### src/rtl/fetch_buffer_pkg.sv
// Shared core package for the fetch path: the canonical NOP encoding and the
// fetch entry layout for the 32-bit core.
package fetch_buffer_pkg;

    // addi x0, x0, 0 -- presented to decode whenever no real entry is available
    localparam logic [31:0] NOP_INSTR = 32'h00000013;

    // PC width of the core that this package describes
    localparam int unsigned CORE_XLEN = 32;

    // One queued fetch: PC plus instruction word
    typedef struct packed {
        logic [CORE_XLEN-1:0] pc;
        logic [31:0]          instr;
    } fetch_entry_t;

endpackage : fetch_buffer_pkg

### src/rtl/fetch_buffer.sv
// Fetch buffer: circular queue of fetched (pc, instr) entries between fetch and
// decode, with valid/ready handshakes on both sides and a flush for redirects.
// Optional feature: define FETCH_BUFFER_BYPASS_EN to let an entry arriving at
// an empty buffer reach decode in the same cycle.
module fetch_buffer
    import fetch_buffer_pkg::*;
#(
    parameter int unsigned DEPTH = 4,
    parameter int unsigned XLEN  = 32
) (
    input  logic                   clock,
    input  logic                   reset,
    input  logic                   in_valid,
    output logic                   in_ready,
    input  logic [XLEN-1:0]        in_pc,
    input  logic [31:0]            in_instr,
    output logic                   out_valid,
    input  logic                   out_ready,
    output logic [XLEN-1:0]        out_pc,
    output logic [31:0]            out_instr,
    input  logic                   flush,
    output logic [$clog2(DEPTH):0] count
);

    localparam int unsigned PTR_W = $clog2(DEPTH);
    localparam int unsigned CNT_W = PTR_W + 1;
    localparam logic [CNT_W-1:0] FULL_CNT = CNT_W'(DEPTH);

    // Local entry layout follows the XLEN parameter rather than the package width
    typedef struct packed {
        logic [XLEN-1:0] pc;
        logic [31:0]     instr;
    } entry_t;

    entry_t             mem_q [DEPTH];
    logic [PTR_W-1:0]   rd_ptr_q, rd_ptr_d;
    logic [PTR_W-1:0]   wr_ptr_q, wr_ptr_d;
    logic [CNT_W-1:0]   count_q,  count_d;
    logic [XLEN-1:0]    pc_hold_q, pc_hold_d;

    logic               empty;
    logic               full;
    logic               push;
    logic               pop;
    entry_t             head;

    assign count = count_q;

    // Handshake decode, head presentation and next-state pointer/count logic
    always_comb begin
        empty     = (count_q == '0);
        full      = (count_q == FULL_CNT);
        head      = mem_q[rd_ptr_q];

        // A full buffer never accepts, even if decode pops this cycle
        in_ready  = !full && !flush;

        out_valid = !empty;
        out_pc    = empty ? pc_hold_q : head.pc;
        out_instr = empty ? NOP_INSTR : head.instr;

        pop       = !empty && out_ready && !flush;
        push      = in_valid && in_ready;

`ifdef FETCH_BUFFER_BYPASS_EN
        // Empty buffer: forward the incoming entry straight to decode; it is
        // only stored if decode does not take it this cycle.
        if (empty && in_valid && !flush) begin
            out_valid = 1'b1;
            out_pc    = in_pc;
            out_instr = in_instr;
            if (out_ready) begin
                push = 1'b0;
            end
        end
`endif

        rd_ptr_d = rd_ptr_q;
        wr_ptr_d = wr_ptr_q;
        count_d  = count_q;

        if (push) begin
            wr_ptr_d = wr_ptr_q + PTR_W'(1);
        end
        if (pop) begin
            rd_ptr_d = rd_ptr_q + PTR_W'(1);
        end
        unique case ({push, pop})
            2'b10:   count_d = count_q + CNT_W'(1);
            2'b01:   count_d = count_q - CNT_W'(1);
            default: count_d = count_q;
        endcase

        if (flush) begin
            rd_ptr_d = '0;
            wr_ptr_d = '0;
            count_d  = '0;
        end

        // out_pc keeps the last PC shown to decode while the buffer is empty
        pc_hold_d = out_valid ? out_pc : pc_hold_q;
    end

    // Control state register with synchronous reset overriding everything
    always_ff @(posedge clock) begin
        if (reset) begin
            rd_ptr_q  <= '0;
            wr_ptr_q  <= '0;
            count_q   <= '0;
            pc_hold_q <= '0;
        end else begin
            rd_ptr_q  <= rd_ptr_d;
            wr_ptr_q  <= wr_ptr_d;
            count_q   <= count_d;
            pc_hold_q <= pc_hold_d;
        end
    end

    // Entry storage; contents are don't-care until written, so no reset
    always_ff @(posedge clock) begin
        if (push && !reset) begin
            mem_q[wr_ptr_q] <= '{pc: in_pc, instr: in_instr};
        end
    end

endmodule : fetch_buffer

### config.mk
export PLATFORM = sky130hd
export DESIGN_NAME = fetch_buffer
export DESIGN_NICKNAME = d
export VERILOG_FILES = /design/src/rtl/fetch_buffer_pkg.sv /design/src/rtl/fetch_buffer.sv
export SDC_FILE = /design/constraint.sdc
export NUM_CORES = 1
export LEC_CHECK = 0
export CAP_MARGIN = 20
export CORE_MARGIN = 1
export CORE_UTILIZATION = 30
export DETAILED_ROUTE_END_ITERATION = 7
export HOLD_SLACK_MARGIN = 0.12
export SETUP_SLACK_MARGIN = 0.4
export SLEW_MARGIN = 20
export SYNTH_ARGS = -nofsm -noshare
export SYNTH_HDL_FRONTEND = slang
export SYNTH_SLANG_ARGS = --single-unit
### constraint.sdc
create_clock -name clock -period 3.4 [get_ports clock]
set_clock_uncertainty 0.05 [all_clocks]
set_input_delay 0.51 -clock clock [delete_from_list [all_inputs] [get_ports clock]]
set_output_delay 0.51 -clock clock [all_outputs]
set_load 0.01 [all_outputs]
Yosys cells after proc, flatten, opt, wreduce, memory -nomap -nowiden. Memory sizes are Yosys's and may differ from the RTL's. A register that Yosys moved wholly into a read port is not among the register bits. Cells that the tools add are included.

Memories: 1. Flip-flop bits (word level): 39. Latch bits: 0. Word-level logic and storage cells: 31. Bits in writable memories: 256. Input port bits: 69. ROM bits: 0.

Memories: mem_q (depth 4, bits a word 64, read ports 1, clocked after Yosys merged registers in 1, write ports 1, line fetch_buffer.sv:35) `entry_t mem_q [DEPTH];`.

Multipliers: 0. Shifts and indexed selects: 0. Bitwise logic cells: 0. $add $sub $neg: 4. Order comparisons: 0. Multiplexer cells: 7. Eq/ne operators: 3. Div/mod/pow operators: 0. Reduce and logical (&&, ||, !) cells: 12.

Operators with widths (number): $mux W32 (2); $pmux W3 S2 (1); $logic_and A1 B1 Y1 (5); $add A2 B1 Y2 const B (2); $logic_not A1 Y1 (4); $mux W2 (2); $add A3 B1 Y3 const B (1); $eq A3 B3 Y1 const B (1); $logic_not A3 Y1 (1); $sub A3 B1 Y3 const B (1); $eq A2 B1 Y1 const B (1); $eq A2 B2 Y1 const B (1); $mux W1 (2); $reduce_bool A2 Y1 (1); $reduce_or A2 Y1 (1).

Longest topological paths before layout. Gate-level depths: netlist of run 1.

Depth in word-level cells: 7. Gate-level depth with buffers: 8.

Worst setup path before layout of run 1. OpenSTA, ideal clock, no wires.

Path type: input to register. Start point: input port flush. End point: memory mem_q[0][0] (netlist bit) (enable). Data required time: 2.921 ns. Setup slack: 0.454 ns. Stages on the path: 3. Arrival time: 2.467 ns. Cell sequence: nand2b_1 -> nor3_1 -> and2_1.

Word-level cells in the longest chain between the ends: 6.

Ends and longest elaborated chain: start: declaration (line fetch_buffer.sv:21) `input logic flush,`; $logic_not A1 Y1 (line fetch_buffer.sv:56) `in_ready = !full && !flush;`; $logic_and A1 B1 Y1 (line fetch_buffer.sv:56); $logic_and A1 B1 Y1 (line fetch_buffer.sv:63) `push = in_valid && in_ready;`; $logic_and A1 B1 Y1 (line fetch_buffer.sv:121) `if (push && !reset) begin`; $mux W1 (line fetch_buffer.sv:121); $mux W1 (not written as such) (line fetch_buffer.sv:122) `mem_q[wr_ptr_q] <= '{pc: in_pc, instr: in_instr};`; end: declaration (line fetch_buffer.sv:35).

Every way passes these cells.

==> summary.txt, run 1 <==
Clock network
  • Clock sinks: 297
  • H-tree depth: 2
  • CTS Buf Count: 34
  • Root Driver: clkbuf_16
  • Clock Pin Slew Worst Setup and Hold Paths: 60 ps
  • TritonCTS clock tree: built
  • Hold_buf cts: 0
  • CTS max path bufs: 3
  • Clk Latency, worst-skew pair: 510 ps

Outcome
  • Status: finished clean

Route
  • Post-DR vias/cell: 4.55
  • Post-route antenna net violation count: 0
  • Routed len/inst: 19.4 um
  • Drt total wl: 23300 um
  • DR iter-0 viols: 260
  • Via count: 5456
  • DRT Pass-1 Iters: 4
  • Drt drc: 0

GRT
  • Congestion Overflow GR: 0
  • Largest net degree at the start of global routing: 65
  • Total GRT Usage: 12.3%
  • First-pass GRT wire length: 35200 um
  • Vias in the first global route: 5869
  • Antenna violations before repair: 2

Finish
  • Area occupied by multi-input gates: 2530 sq um
  • # diodes: 0
  • # nets final: 782
  • Sequential cell area: 8520 sq um
  • Commonest non-fill, non-tap cell in the layout: edfxtp_1
  • Layout cells sized above 1: 26.2%
  • FILL cells: 3296
  • P&R area growth vs syn: 32.0%
  • Most frequent cells in the layout: 256 x edfxtp_1, 94 x clkdlybuf4s50_1, 64 x mux4_2

Logic synthesis
  • Syn nets: 602
  • Synth area leaders: edfxtp_1 69%, mux4_2 13%, dfxtp_1 7.3%
  • Sequential fraction of the synthesis area: 76.0%
  • Post-Syn Area: 11200 sq um
  • Post-synth EDFFs: 256
  • Yosys reg bits: 297
  • Cells after Synth: 527
  • Asr flop ratio synth: 0%
  • Yosys top cell area share: 68.7%
  • Synthesis Warnings: 0
  • Synth Area per Inst: 21.2 sq um
  • Synth Flop Type: edfxtp_1
  • Netlist cell types: 30
  • Synth area leader: edfxtp_1

Setup path
  • Worst setup path category: reg -> out
  • CP cell instances: buf_2 -> buf_12 -> mux4_2 -> mux2_2 -> clkdlybuf4s50_1
  • CP required: 2840 ps
  • Worst reg2reg path endpoint: count[2]
  • Critical-path maximum fanout: 6
  • Worst setup path endpoint: out_pc[15]
  • Critical path arrival: 2480 ps
  • CP max stage cell: mux4_2
  • FF-to-FF path depth: 8
  • Worst Setup End Kind: output port
  • CP max stage delay: 520 ps
  • Reg2reg start: count[2]
  • Reg2reg setup slack: 800 ps
  • Critical path launch point type: register

Pwr
  • Cell Pwr Density: 548 nW/um^2
  • Int Power: 0.00653 W
  • Sequential Power Share: 49.5%
  • Switching share of power: 19.3%
  • P_leak: 5.47 nW
  • Clock power frac: 45.8%
  • VDD IR-drop max: 0.398 mV
  • Comb pwr share: 4.7%
  • P_sw: 0.00156 W

STA
  • Final hold vios: 0
  • Tightest Pin Transition: 704 ps
  • Slew Limit Fails: 0
  • Worst slew margin: 53.0%
  • Fin Hold WS: 473 ps
  • Setup-failing EPs final: 0
  • Crit path time final: 3040 ps
  • Setup tns final: 0 ps
  • Fmax: 0.329 GHz
  • RSZ-0062 raised after global routing: yes
  • Final period util: 89.4%

Floorplanning
  • Ports: 138
  • Initial core utilization: 30.5%
  • Die X: 195 um
  • Row count: 70
  • Die footprint: 38100 sq um
  • CORE AREA: 36700 sq um
  • Die Y: 195 um

Place
  • Detailed Place HPWL: 13500 um
  • PortBufs: 137
  • Gp weighted congestion: 0.658

Worst hold path
  • HP Class: reg -> reg

Job
  • Max Cap Violations: 0
## critical path, delay by kind of cell, from the launching register on
family | cells | cell delay [ps]
mux | 2 | 810
buf+inv | 3 | 800
flops | 1 | 350
## cell families (layout without fill, tap and decap cells)
family / after synthesis / count (layout) / share of synthesized area [%]
buffers and inverters: 30 / 235 / 1.52
AND/OR/NAND/NOR: 85 / 85 / 4.62
multiplexers: 96 / 96 / 16.3
adder cells (fa/ha/maj): 6 / 6 / 0.738
AO/OA/AOI/OAI: 9 / 9 / 0.525
flip-flops: 297 / 297 / 76.0
XOR/XNOR: 4 / 4 / 0.313
## per-layer routing
| layer | up-vias | track usage [%] | wire [um] |
|---|---|---|---|
| met5 | - | 0 | 25 |
| met4 | 4 | 4.17 | 509 |
| met3 | 49 | 2.78 | 1030 |
| met2 | 129 | 20.7 | 11700 |
| met1 | 2813 | 15.6 | 9970 |
| li1 | 2461 | - | - |
## area by class of cell
cell class | instances | share of cell area (%)
clock inverters | 17 | 1.21
clock buffers | 44 | 6.58
flip-flops and latches | 297 | 57.6
well taps | 468 | 3.96
repair buffers | 168 | 13.4
inverters | 6 | 0.152
multi-input cells | 200 | 17.1
## sequential cells by signal, indices dropped and copies added (netlist names), named ones only
| register | count |
|---|---|
| mem_q | 256 |
| pc_hold_q | 32 |
| count | 3 |
| rd_ptr_q | 2 |
| wr_ptr_q | 2 |
## worst min path at each step
stage	from	end	slack, ps	depth (start not counted)
2_1_floorplan	rd_ptr_q[1]	register	430	2
3_3_place_gp	rd_ptr_q[1]	register	460	2
3_5_place_dp	rd_ptr_q[0]	rd_ptr_q[0]	470	2
4_1_cts	rd_ptr_q[1]	register	480	2
5_1_grt	rd_ptr_q[1]	register	530	2
6_report	rd_ptr_q[1]	register	470	2
## power groups by stage
stage	logic [W]	clock network (W)	registers, W
4_1_cts	0.000385	0.00383	0.00401
6_report	0.000377	0.00371	0.00401
5_1_grt	0.000408	0.00396	0.00401
3_5_place_dp	0.000380	0	0.00409
3_3_place_gp	0.000376	0	0.00409
2_1_floorplan	0.000151	0	0.00409
## synth_stat cells (all sizes together) (2+ instances only)
| cell | number |
|---|---|
| a21oi | 3 |
| and2 | 33 |
| buf | 17 |
| clkbuf | 7 |
| dfxtp | 41 |
| edfxtp | 256 |
| ha | 5 |
| inv | 6 |
| mux2 | 32 |
| mux4 | 64 |
| nor2 | 8 |
| nor2b | 32 |
| nor3 | 2 |
| nor3b | 2 |
| o21ai | 2 |
| or2 | 5 |
| or3 | 2 |
| xor2 | 4 |
## per-stage QoR
step	util, %	cells	total power, W	area [sq um]	worst slack, ps
floorplan	-	527	0.00424	11200	454
global placement	36.2	1123	0.00446	13300	649
detailed placement	36.2	1123	0.00447	13300	640
CTS	39.4	1188	0.00822	14500	271
global route	40.3	1200	0.00838	14800	283
finish	40.3	1200	0.00809	14800	362
## repair_timing
action,in CTS,in global routing
hold endpoints to repair,0,0
setup endpoints to repair,58,57
resized for setup,2,47
setup buffers,4,8
cloned,0,4
(Power assumes the default switching activity.)
==> run 2, diff against run 1 <==
--- a/config.mk
+++ b/config.mk
@@ -5,6 +5,7 @@
 export SDC_FILE = /design/constraint.sdc
 export NUM_CORES = 1
 export LEC_CHECK = 0
+export ABC_AREA = 1
 export CAP_MARGIN = 20
 export CORE_MARGIN = 1
 export CORE_UTILIZATION = 30
==> run 2 against run 1 <==
Against the previous run:
- sequential power about the same
- design area up 4.0%
- die area up 7.7%
- largest power group unchanged
- hold slack worse by 25 ps
==> summary.txt, run 2 <==
Route
  • Routed len/inst: 16.0 um (-18%)
  • DR iter-0 viols: 458 (+76%)
  • Via count: 7956 (+46%)
  • Drt total wl: 28900 um (+24%)
  • Drt drc: 0 (unchanged)
  • Post-DR vias/cell: 4.39 (-3.4%)
  • DRT Pass-1 Iters: 5 (+1)
  • Post-route antenna net violation count: 0 (unchanged)

STA
  • Crit path time final: 2890 ps (-151 ps)
  • Setup tns final: 0 ps (unchanged)
  • Slew Limit Fails: 0 (unchanged)
  • Final hold vios: 0 (unchanged)
  • Tightest Pin Transition: 569 ps (-135 ps)
  • Setup-failing EPs final: 0 (unchanged)
  • Final period util: 84.9% (-4.5 points)
  • Fmax: 0.346 GHz (+5.2%)
  • Fin Hold WS: 448 ps (-24.9 ps)
  • Worst slew margin: 62.1% (+9.1 points)
  • RSZ-0062 raised after global routing: yes

Logic synthesis
  • Sequential fraction of the synthesis area: 70.5% (-5.5 points)
  • Compound-Gate Fraction of Synth Area: 4.35% (+3.8 points)
  • Asr flop ratio synth: 0% (unchanged)
  • Synth Area per Inst: 10.8 sq um (-49%)
  • Synth area leaders: edfxtp_1 64%, dfxtp_1 6.8%, nand2_1 5.8%
  • Post-synth EDFFs: 256 (unchanged)
  • Netlist cell types: 22 (-27%)
  • Synth Area in Adders: 0.684% (-0.053 points)
  • Largest family of logic cells by synthesized area: simple AND/OR/NAND/NOR gates
  • Yosys top cell area share: 63.7% (-5.0 points)
  • Yosys reg bits: 297 (unchanged)
  • Syn nets: 1196 (+99%)
  • Synth Area in XOR/XNOR: 0% (-0.31 points)
  • Synthesis Warnings: 0 (unchanged)
  • Post-Syn Area: 12100 sq um (+7.8%)
  • Most frequent cell after synthesis: edfxtp_1
  • Synth Flop Type: edfxtp_1
  • Cells after Synth: 1121 (+110%)
  • Mux contribution to synthesized area: 0% (-16 points)
  • Synth area leader: edfxtp_1
  • Commonest cells post-synth: 256 x edfxtp_1, 186 x nand2_1, 175 x inv_1
  • Simple-Gate Fraction of Synth Area: 16.7% (+12 points)

Setup path
  • Critical-path maximum fanout: 35 (+29)
  • CP required: 2840 ps (about the same)
  • Worst setup path category: reg -> out
  • Critical path launch point type: register
  • Critical path arrival: 2330 ps (-150 ps)
  • Worst Setup End Kind: output port

GRT
  • First-pass GRT wire length: 43700 um (+24%)
  • Congestion Overflow GR: 0 (unchanged)
  • Largest net degree at the start of global routing: 77 (+18%)
  • Vias in the first global route: 7880 (+34%)
  • Total GRT Usage: 13.7% (+1.4 points)
  • Antenna violations before repair: 4 (+2)

Finish
  • Post-route cell area: 15400 sq um (+4.0%)
  • Layout cells sized above 1: 6.61% (-20 points)
  • Max reg flops: 256 (unchanged)
  • # nets final: 1337 (+71%)
  • Commonest non-fill, non-tap cell in the layout: edfxtp_1
  • P&R area growth vs syn: 27.3%
  • Most frequent cells in the layout: 256 x edfxtp_1, 186 x nand2_1, 174 x inv_1
  • Non-Filler Instances: 1812 (+51%)
  • Largest Register: mem_q

Pwr
  • P_leak: 5.99 nW (+9.4%)
  • VDD IR-drop max: 0.287 mV (-28%)
  • Cell Pwr Density: 540 nW/um^2 (-1.5%)
  • Pwr Total: 0.00829 W (+2.5%)

Clock network
  • Clock sinks: 297 (unchanged)
  • CTS Buf Count: 35 (+2.9%)
  • TritonCTS clock tree: built
  • Clock Pin Slew Worst Setup and Hold Paths: 60 ps (about the same)
  • Clk Latency, worst-skew pair: 510 ps (about the same)
  • H-tree depth: 2 (unchanged)
  • Root Driver: clkbuf_16
  • CTS max path bufs: 3 (unchanged)

Floorplanning
  • CORE AREA: 39700 sq um (+8.3%)
  • Initial core utilization: 30.4% (-0.13 points)
  • Die footprint: 41000 sq um (+7.7%)
  • Row count: 73 (+4.3%)
  • Die Y: 203 um (+3.8%)
  • Ports: 138 (unchanged)
  • Die X: 203 um (+3.8%)

Place
  • DP Area: 14100 sq um (+6.4%)
  • Detailed Place HPWL: 16400 um (+21%)
  • Placed insts: 1746 (+55%)
  • Gp weighted congestion: 0.744 (+13%)
  • PortBufs: 137 (unchanged)

Outcome
  • Status: finished clean

Worst hold path
  • HP Class: reg -> reg

Job
  • Max Cap Violations: 0 (unchanged)
## run 2: worst max-delay path, stage by stage (launching register included)
cell             delay [ps]
dfxtp_1                 330
nor2_2                  210
nand2_4                 140
buf_12                  200
or2_0                   220
nand2_1                 100
inv_1                    90
clkdlybuf4s50_1         490
## run 2: stage by stage
step                      setup slack, ps  util, %
final                                 513     38.7
after global routing                  362     38.7
after CTS                             383     38.4
after detailed placement              694     35.5
after global placement                691     35.5
after floorplan                       208        -
## run 2: layout make-up
cell class / instances / area (sq um)
inverter: 177 / 689
multi-input combinational: 592 / 2670
antenna: 1 / 2.50
timing repair buffer: 159 / 1710
sequential: 297 / 8520
tap: 525 / 657
clock buffer: 48 / 966
clock inverter: 13 / 156
fill: 3859 / 24400
## run 2: timing repair
| action | 4_1_cts | 5_1_grt |
|---|---|---|
| endpoints found under the setup margin | 57 | 43 |
| buffers inserted | 1 | 1 |
| pin swaps | 0 | 1 |
| gates cloned | 0 | 2 |
| hold buffers | 0 | 0 |
| hold endpoints to repair | 0 | 0 |
| gates resized for setup | 8 | 13 |
## run 2: metal layers
layer	global-route usage, %	vias up	routed length (um)
met1	18.0	3786	13200
li1	-	3929	-
met4	4.03	6	527
met5	0	-	39
met3	2.86	45	1560
met2	22.9	190	13500
## run 2: logic make-up after synthesis
group,count (synthesis)
and+or+nand+nor,481
DFF,297
buffers and inverters,232
AOI/OAI and AO/OA,105
adders and majority gates,6
## run 2: worst paths after layout
kind	start	endpoint	slack, ps	cells past startpoint
worst max-delay path	count[0]	out_pc[14]	510	7
worst min-delay path	pc_hold_q[17]	pc_hold_q[17]	450	2
worst max register to register	count[2]	count[2]	1010	13
worst min register to register	pc_hold_q[17]	pc_hold_q[17]	450	2
## run 2: power by group
group	total, W	switching (W)	internal, W	leakage [nW]
clock	0.00364	0.00142	0.00222	0.542
sequential	0.00404	0.0000157	0.00402	2.65
combinational	0.000618	0.000322	0.000295	2.80
total	0.00829	0.00176	0.00654	5.99
